===== src/rtl/mips_pkg.sv =====
// Shared encodings for the multi-cycle MIPS sequencer: state codes, opcodes
// and the datapath mux/ALU select codes driven by the controller.
package mips_pkg;

  typedef enum logic [3:0] {
    ST_FETCH    = 4'd0,
    ST_DECODE   = 4'd1,
    ST_MEMADDR  = 4'd2,
    ST_MEMREAD  = 4'd3,
    ST_MEMWB    = 4'd4,
    ST_MEMWRITE = 4'd5,
    ST_EXEC_R   = 4'd6,
    ST_RWB      = 4'd7,
    ST_EXEC_I   = 4'd8,
    ST_IWB      = 4'd9,
    ST_JR       = 4'd10
  } state_t;

  localparam logic [5:0] OP_LW    = 6'b100011;
  localparam logic [5:0] OP_SW    = 6'b101011;
  localparam logic [5:0] OP_ORI   = 6'b001110;
  localparam logic [5:0] OP_LUI   = 6'b001111;
  localparam logic [5:0] OP_RTYPE = 6'b011010;
  localparam logic [5:0] OP_JR    = 6'b001000;

  localparam logic [1:0] ALUOP_ADD   = 2'b00;
  localparam logic [1:0] ALUOP_PASSA = 2'b01;
  localparam logic [1:0] ALUOP_FUNCT = 2'b10;
  localparam logic [1:0] ALUOP_IMM   = 2'b11;

  localparam logic [1:0] ASRCB_REGB = 2'b00;
  localparam logic [1:0] ASRCB_FOUR = 2'b01;
  localparam logic [1:0] ASRCB_SEXT = 2'b10;
  localparam logic [1:0] ASRCB_ZEXT = 2'b11;

  localparam logic [1:0] PCSRC_ALU    = 2'b00;
  localparam logic [1:0] PCSRC_ALUOUT = 2'b01;
  localparam logic [1:0] PCSRC_REGA   = 2'b10;

  // One-hot instruction class produced by mc_opclass_decode.
  typedef struct packed {
    logic mem;
    logic rtype;
    logic imm;
    logic jr;
    logic illegal;
  } opclass_t;

endpackage


===== src/rtl/mc_opclass_decode.sv =====
// Combinational opcode classifier: one-hot class plus a store flag that
// splits the memory class into lw/sw.
module mc_opclass_decode
  import mips_pkg::*;
(
  input  logic [5:0] i_opcode,
  output opclass_t   o_class,
  output logic       o_store
);

  always_comb begin
    o_class = '0;
    o_store = 1'b0;
    case (i_opcode)
      OP_LW:          o_class.mem   = 1'b1;
      OP_SW: begin
        o_class.mem = 1'b1;
        o_store     = 1'b1;
      end
      OP_RTYPE:       o_class.rtype = 1'b1;
      OP_ORI, OP_LUI: o_class.imm   = 1'b1;
      OP_JR:          o_class.jr    = 1'b1;
      default:        o_class.illegal = 1'b1;
    endcase
  end

endmodule


===== src/rtl/mc_controller.sv =====
// Multi-cycle sequencing controller: registered state plus one combinational
// block producing next state and the per-cycle datapath enables.
module mc_controller
  import mips_pkg::*;
#(
  parameter logic [3:0] RESET_STATE = 4'd0
) (
  input  logic       clk,
  input  logic       rst,
  input  logic [5:0] opcode,
  input  logic       mem_ready,
  output logic       mem_req,
  output logic       mem_we,
  output logic       iord,
  output logic       ir_write,
  output logic       pc_write,
  output logic       pc_write_cond,
  output logic [1:0] pc_src,
  output logic       alusrc_a,
  output logic [1:0] alusrc_b,
  output logic [1:0] aluop,
  output logic       reg_write,
  output logic       reg_dst,
  output logic       memtoreg,
  output logic       instr_done,
  output logic       illegal_op,
  output logic [3:0] state
);

  state_t   r_state;
  state_t   w_next;
  opclass_t w_class;
  logic     w_store;

  mc_opclass_decode u_dec (
    .i_opcode (opcode),
    .o_class  (w_class),
    .o_store  (w_store)
  );

  always_ff @(posedge clk) begin
    if (rst) r_state <= state_t'(RESET_STATE);
    else     r_state <= w_next;
  end

  assign state = r_state;

  always_comb begin
    w_next        = r_state;
    mem_req       = 1'b0;
    mem_we        = 1'b0;
    iord          = 1'b0;
    ir_write      = 1'b0;
    pc_write      = 1'b0;
    pc_write_cond = 1'b0;
    pc_src        = PCSRC_ALU;
    alusrc_a      = 1'b0;
    alusrc_b      = ASRCB_REGB;
    aluop         = ALUOP_ADD;
    reg_write     = 1'b0;
    reg_dst       = 1'b0;
    memtoreg      = 1'b0;
    instr_done    = 1'b0;
    illegal_op    = 1'b0;

    case (r_state)
      ST_FETCH: begin
        mem_req  = 1'b1;
        alusrc_b = ASRCB_FOUR;
        if (mem_ready) begin
          ir_write = 1'b1;
          pc_write = 1'b1;
          w_next   = ST_DECODE;
        end
      end
      ST_DECODE: begin
        alusrc_b = ASRCB_SEXT;
        if (w_class.mem)        w_next = ST_MEMADDR;
        else if (w_class.rtype) w_next = ST_EXEC_R;
        else if (w_class.imm)   w_next = ST_EXEC_I;
        else if (w_class.jr)    w_next = ST_JR;
        else begin
          illegal_op = 1'b1;
          instr_done = 1'b1;
          w_next     = ST_FETCH;
        end
      end
      ST_MEMADDR: begin
        alusrc_a = 1'b1;
        alusrc_b = ASRCB_SEXT;
        w_next   = w_store ? ST_MEMWRITE : ST_MEMREAD;
      end
      ST_MEMREAD: begin
        mem_req = 1'b1;
        iord    = 1'b1;
        if (mem_ready) w_next = ST_MEMWB;
      end
      ST_MEMWB: begin
        reg_write  = 1'b1;
        memtoreg   = 1'b1;
        instr_done = 1'b1;
        w_next     = ST_FETCH;
      end
      ST_MEMWRITE: begin
        mem_req = 1'b1;
        mem_we  = 1'b1;
        iord    = 1'b1;
        if (mem_ready) begin
          instr_done = 1'b1;
          w_next     = ST_FETCH;
        end
      end
      ST_EXEC_R: begin
        alusrc_a = 1'b1;
        alusrc_b = ASRCB_REGB;
        aluop    = ALUOP_FUNCT;
        w_next   = ST_RWB;
      end
      ST_RWB: begin
        reg_write  = 1'b1;
        reg_dst    = 1'b1;
        instr_done = 1'b1;
        w_next     = ST_FETCH;
      end
      ST_EXEC_I: begin
        alusrc_a = 1'b1;
        alusrc_b = ASRCB_ZEXT;
        aluop    = ALUOP_IMM;
        w_next   = ST_IWB;
      end
      ST_IWB: begin
        reg_write  = 1'b1;
        instr_done = 1'b1;
        w_next     = ST_FETCH;
      end
      ST_JR: begin
        pc_write_cond = 1'b1;
        pc_src        = PCSRC_REGA;
        instr_done    = 1'b1;
        w_next        = ST_FETCH;
      end
      default: w_next = ST_FETCH;
    endcase

    // While reset is held the instruction in flight is abandoned: present the
    // FETCH request but never commit a write or signal completion.
    if (rst) begin
      mem_req       = 1'b1;
      mem_we        = 1'b0;
      iord          = 1'b0;
      ir_write      = 1'b0;
      pc_write      = 1'b0;
      pc_write_cond = 1'b0;
      pc_src        = PCSRC_ALU;
      alusrc_a      = 1'b0;
      alusrc_b      = ASRCB_FOUR;
      aluop         = ALUOP_ADD;
      reg_write     = 1'b0;
      reg_dst       = 1'b0;
      memtoreg      = 1'b0;
      instr_done    = 1'b0;
      illegal_op    = 1'b0;
    end
  end

endmodule


===== config.mk =====
export PLATFORM = sky130hd
export DESIGN_NAME = mc_controller
export DESIGN_NICKNAME = d
export VERILOG_FILES = /design/src/rtl/mips_pkg.sv /design/src/rtl/mc_opclass_decode.sv /design/src/rtl/mc_controller.sv
export SDC_FILE = /design/constraint.sdc
export NUM_CORES = 1
export LEC_CHECK = 0
export ABC_CLOCK_PERIOD_IN_PS = 1700
export CORE_ASPECT_RATIO = 2
export CORE_MARGIN = 5
export CORE_UTILIZATION = 26
export DETAILED_ROUTE_END_ITERATION = 8
export GPL_ROUTABILITY_DRIVEN = 0
export GPL_TIMING_DRIVEN = 0
export PLACE_DENSITY_LB_ADDON = 0.1
export REMOVE_ABC_BUFFERS = 1
export SLEW_MARGIN = 20
export SYNTH_ARGS = -nofsm -noshare
export SYNTH_HDL_FRONTEND = slang
export SYNTH_SLANG_ARGS = --single-unit

===== constraint.sdc =====
create_clock -name clk -period 1.7 [get_ports clk]
set_input_delay 0.34 -clock clk [delete_from_list [all_inputs] [get_ports clk]]
set_output_delay 0.34 -clock clk [all_outputs]
set_load 0.01 [all_outputs]

==> metrics <==
status finished with violations; failing checks setup timing; final net count 152; Pre-antenna DRT Iters 4; number of global-route vias before repair 863; Max stage delay on crit path 350 ps; Setup WS post-layout -129 ps; Peak VDD IR 0.384 mV; Hold WS 386 ps; layout cell share with drive strength beyond 1 59.6%; # hold bufs at CTS 0; Avg Cell Area, Syn 7.47 sq um; routed wire length 2.47 mm; Crit Path Category flop to primary output; Mapped Area 679 sq um; Avg WL per Cell 14.6 um; Finish-stage setup viols 6; max-cap violations 0; R2R depth 6; RSZ-0062 raised after global routing true; top cell type's share of synthesized area 11.8%; Peak Freq 0.547 GHz; async set-reset flop share out of synthesis 0%; Final period util 108%; cell count after synthesis 91; count of cell types in the netlist 47; most used cell, CP buf_6; number of flip-flops in the largest register 4; worst hold start opcode[2]; number of flops mapped to enable cells by yosys 0; hold endpoint state[1]; via/cell ratio 5.27; crit path DAT 1490 ps; CTS sink cnt 4; Static Leak 0.547 nW; DP Worst Slack -1080 ps; Synth top cells by count buf_4 (7), nor2_1 (7), o21ai_0 (6); CTS clock-pin slew for the worst setup and hold paths 30 ps; post-route ant nets 0; FF-to-FF End state[2]; first-pass GRT wire length 3.85 mm; Worst EP required 1360 ps; CP endpoint kind primary output; crit path cell chain buf_6 -> and2b_2 -> nand3_4 -> buf_6 -> o22ai_2 -> buf_2; Setup Skew 1.13 ps; initial antenna violation count 0; drt initial violations 11; Final Hold Vio Count 0; die width 46.1 um; Synth area leader dfxtp_1; Core Box Area 2540 sq um; clk_lat worst skew 210 ps; largest net degree at the start of global routing 18; synth warn 0; FF-to-FF setup slack 150 ps; I/O pin cnt 31; Seq/Total Area, Yosys 11.8%; DRC Markers 0; Clock Path Buffers 2; IO Port Bufs 29; row count 26; CP max FO 5; Worst setup SP type flop; area grow syn2layout 83.1%; crit path time final 1830 ps; overall routing resource usage 13.4%; initial core utilization 26.8%; CTS tree built; PD cells 390 nW/um^2; CTS Buf Count 3; Slew Limit Fails 0; reg2reg start state[3]; Synth Flop Type dfxtp_1; Critical-path top delay cell dfxtp_4; Die Span Y 82.3 um; Ant. Diodes 0; setup TNS -241 ps; post-detail-place hpwl 1.49 mm; Min-Delay Path Class input pin to flop; Worst Hold Path Cells 2; die area 3800 sq um; Via Count 890; Overflow after GRT 0; clk root buf clkbuf_8; final design utilization 49.0%; maximum level of the CTS H-tree 1; cell family contributing the most delay on the critical path buffers and inverters; Power Total 0.486 mW; Area contributors post-synth dfxtp_1 (12%), buf_4 (7.7%), buf_6 (5.0%), o21ai_0 (4.4%), nor2_1 (3.9%); #FFs+latches synth 4; CP Buf/Inv Count 3
worst max-delay path by stage:
stage,cells after the start,from,end,slack [ps]
global route,6,state[1],instr_done,-180
CTS,6,state[1],instr_done,-210
floorplan,2,state[3],pc_src[1],-240
global placement,5,rst,instr_done,-1040
finish,6,state[1],instr_done,-130
detailed placement,5,rst,instr_done,-1080
layer usage:
metal | track usage (%) | up-vias | routed length (um)
met1 | 14.0 | 426 | 871
met2 | 25.8 | 23 | 1430
met4 | 4.27 | 0 | 51
met3 | 1.30 | 4 | 116
li1 | - | 437 | -
met5 | 0 | - | 0
through the flow:
step / cell area [sq um] / std cells
global route: 1240 / 169
finish: 1240 / 169
global placement: 911 / 136
CTS: 1130 / 160
floorplan: 586 / 79
detailed placement: 911 / 136
power by group:
| group | internal, mW | switching, mW | leakage [nW] | total (mW) |
|---|---|---|---|---|
| sequential | 0.0937 | 0.00597 | 0.0355 | 0.0996 |
| combinational | 0.0972 | 0.0929 | 0.490 | 0.190 |
| clock | 0.151 | 0.0452 | 0.0216 | 0.196 |
layout by cell type (no fill, tap or decap), drive strengths merged, types with 2 or more instances in the layout:
| cell type | Yosys | layout |
|---|---|---|
| a211o | 2 | 2 |
| a21oi | 2 | 2 |
| a22oi | 2 | 2 |
| buf | 10 | 42 |
| clkbuf | 2 | 10 |
| clkdlybuf4s15 | 0 | 2 |
| clkdlybuf4s50 | 0 | 3 |
| dfxtp | 4 | 4 |
| dlygate4sd2 | 0 | 3 |
| dlymetal6s2s | 0 | 2 |
| inv | 2 | 2 |
| nand2 | 4 | 4 |
| nand2b | 3 | 3 |
| nand3 | 2 | 2 |
| nand4 | 2 | 2 |
| nor2 | 8 | 8 |
| nor2b | 3 | 3 |
| nor3 | 5 | 5 |
| nor3b | 2 | 2 |
| nor4 | 2 | 2 |
| nor4b | 3 | 3 |
| o21ai | 10 | 10 |
| o21bai | 2 | 2 |
logic make-up after synthesis:
logic type	share of synthesized area, %
buffers and inverters	14.9
AO/OA/AOI/OAI	30.0
other	0.552
multiplexers	3.13
flip-flops	11.8
XOR/XNOR	2.58
AND/OR/NAND/NOR	37.0
final cells by class:
cell class / instances / area [sq um]
flip-flops and latches: 4 / 95.1
fillers: 268 / 1290
repair buffers: 59 / 469
multi-input cells: 73 / 596
clock buffers: 3 / 41.3
well taps: 28 / 35.0
inverters: 2 / 7.51
repair_timing:
action | 4_1_cts | 5_1_grt
buffers inserted | 21 | 10
pin swaps | 4 | 7
setup endpoints to repair | 23 | 16
gates resized for setup | 82 | 43
No activity file was read; power rests on OpenSTA's default activity.
==> variant (config.mk and constraints unchanged) <==
Make the reset (`rst`) asynchronous in one clocked block.
--- a/src/rtl/mc_controller.sv
+++ b/src/rtl/mc_controller.sv
@@ -38,7 +38,7 @@
     .o_store  (w_store)
   );
 
-  always_ff @(posedge clk) begin
+  always_ff @(posedge clk or posedge rst) begin
     if (rst) r_state <= state_t'(RESET_STATE);
     else     r_state <= w_next;
   end
Function: differs if rst is asserted again (counterexample within 4 cycles, from zero or initial values and one cycle with rst high); with rst held inactive, the same outputs for 10 cycles.
==> variant against the original RTL <==
The run still ends with negative setup slack left; cell area is 2.3% lower; cell count is 4.1% lower; setup slack worse by 0.088 ns; wire length is 0.28% lower; clock skew is 0.0065 ns higher; worst hold slack worse by 0.070 ns; fmax is 4.6% lower; synthesized area is 3.1% lower; sequential cell count stayed put.
Power is not compared: it rests on default switching activity, and its combinational part moved more than twofold at a synthesized area within 25%.
==> variant: results (changes against the original RTL) <==
WL met1=911 µm (+4.6%); Worst EP arrival=1.58 ns (+0.09 ns); number of global-route vias before repair=833 (-3.5%); Synth Instances=86 (-5.5%); hpwl dp=1500 µm (+0.61%); r2r setup slk=0.19 ns (+0.04 ns); Setup Viol. Count Final=14 (+8); H-tree levels=1 (unchanged); Tot GR Track Use=0.139 (+0.00579); routed via count=862 (-3.1%); post-synthesis xor/xnor area fraction=0.0266 (+0.000833); pin count of the biggest net entering global routing=12 (-6); main flop type after synthesis=dfrtp_1; Seq/Total Area, Yosys=0.152 (+0.0342); worst setup margin=-0.218 ns (-0.0882 ns); Critical Path Max Stage Delay=0.41 ns (+0.06 ns); complex-gate fraction of the synthesized area=0.249 (-0.0511); Hold WC Path Type=in -> async; worst-case reg-to-reg path depth=4 (-2); Cells after DPL=133 (-2.2%); post-synth cell types=36 (-23%); Max Clock Skew=0.00760 ns (+0.00647 ns); ys async rst share=1.00 (+1.00); Post-Route WL=2460 µm (-0.28%); outcome=complete, but fails checks; Final Net Count=146 (-3.9%); FF-to-FF End=state[1]$_DFFE_PP0P_; routed length per instance=15.2 µm (+4.0%); CP top delay family=simple AND/OR/NAND/NOR gates; Total Neg Setup Slack=-1.35 ns (-1.11 ns); DRT Pass-1 Iters=4 (unchanged); mux cell area share after synthesis=0 (-0.0313); Post-DP Area=903 µm² (-0.82%); initial detailed-routing violation count=6 (-5); r2r startpoint=state[1]$_DFFE_PP0P_; violated checks=negative setup slack; layout cells sized above 1=0.607 (+0.0117); synth top area cells=dfrtp_1, nand2b_1, clkbuf_8, nor3_1, o21ai_0; synth cell count leaders=nand2b_1, nand2_1, nor3_1, o21ai_0; WL met3=87 µm (-25%)
[variant: changes by cell type in the layout (fill, tap and decap cells not counted), sizes merged, moves of 3 or more]
cell           unedited run  this run
a211oi                    0         3
clkdlybuf4s50             3         0
dfrtp                     0         4
dfxtp                     4         0
nand2b                    3         8
nor2                      8         4
o21ai                    10         6
[variant: timing repair]
item | in CTS | in global routing
setup endpoints to repair | 22 | 21
buffers inserted | 19 | 8
gates resized for setup | 106 | 32
pin swaps | 3 | 10
[variant: cell families (layout without fill, tap and decap cells)]
logic type,Yosys count,after routing
AND/OR/NAND/NOR,45,45
AO/OA/AOI/OAI,23,23
flip-flops,4,4
other,1,1
buffers and inverters,11,60
XOR/XNOR,2,2
[variant: worst max-delay path by stage]
stage                               from  slack, ns          to  cells past startpoint
finish              state[0]$_DFFE_PP0P_      -0.22  instr_done                      6
global route        state[0]$_DFFE_PP0P_      -0.28  instr_done                      6
CTS                 state[1]$_DFFE_PP0P_      -0.24  illegal_op                      4
detailed placement             opcode[0]      -0.99  instr_done                      5
global placement               opcode[0]      -0.99  instr_done                      5
floorplan           state[0]$_DFFE_PP0P_      -0.28    ir_write                      2
[variant: metal layers]
layer  vias to the layer above  track usage
met3                         4       0.0222
met5                         -            0
met4                         0       0.0587
li1                        415            -
met2                        19        0.254
met1                       424        0.149
[variant: metrics by stage]
stage	worst slack, ns	power (µW)	hold slack [ns]
after detailed placement	-0.987	753	0.758
after floorplan	-0.283	489	0.131
final	-0.218	1280	0.316
after global placement	-0.987	753	0.754
after global routing	-0.279	1360	0.330
after CTS	-0.243	1140	0.279
[variant: power by group]
| part | leakage, µW | switching [µW] | total [µW] | internal (µW) |
|---|---|---|---|---|
| Combinational | 0.000516 | 407 | 902 | 495 |
| Sequential | 0.0000478 | 43.6 | 165 | 122 |
| Clock | 0.0000216 | 56.3 | 208 | 152 |
[variant: final cells by class]
cell class | instances | area (µm²)
sequential | 4 | 105
multi-input combinational | 71 | 623
inverter | 2 | 10.0
clock buffer | 3 | 41.3
fill | 233 | 1190
timing repair buffer | 55 | 402
tap | 27 | 33.8
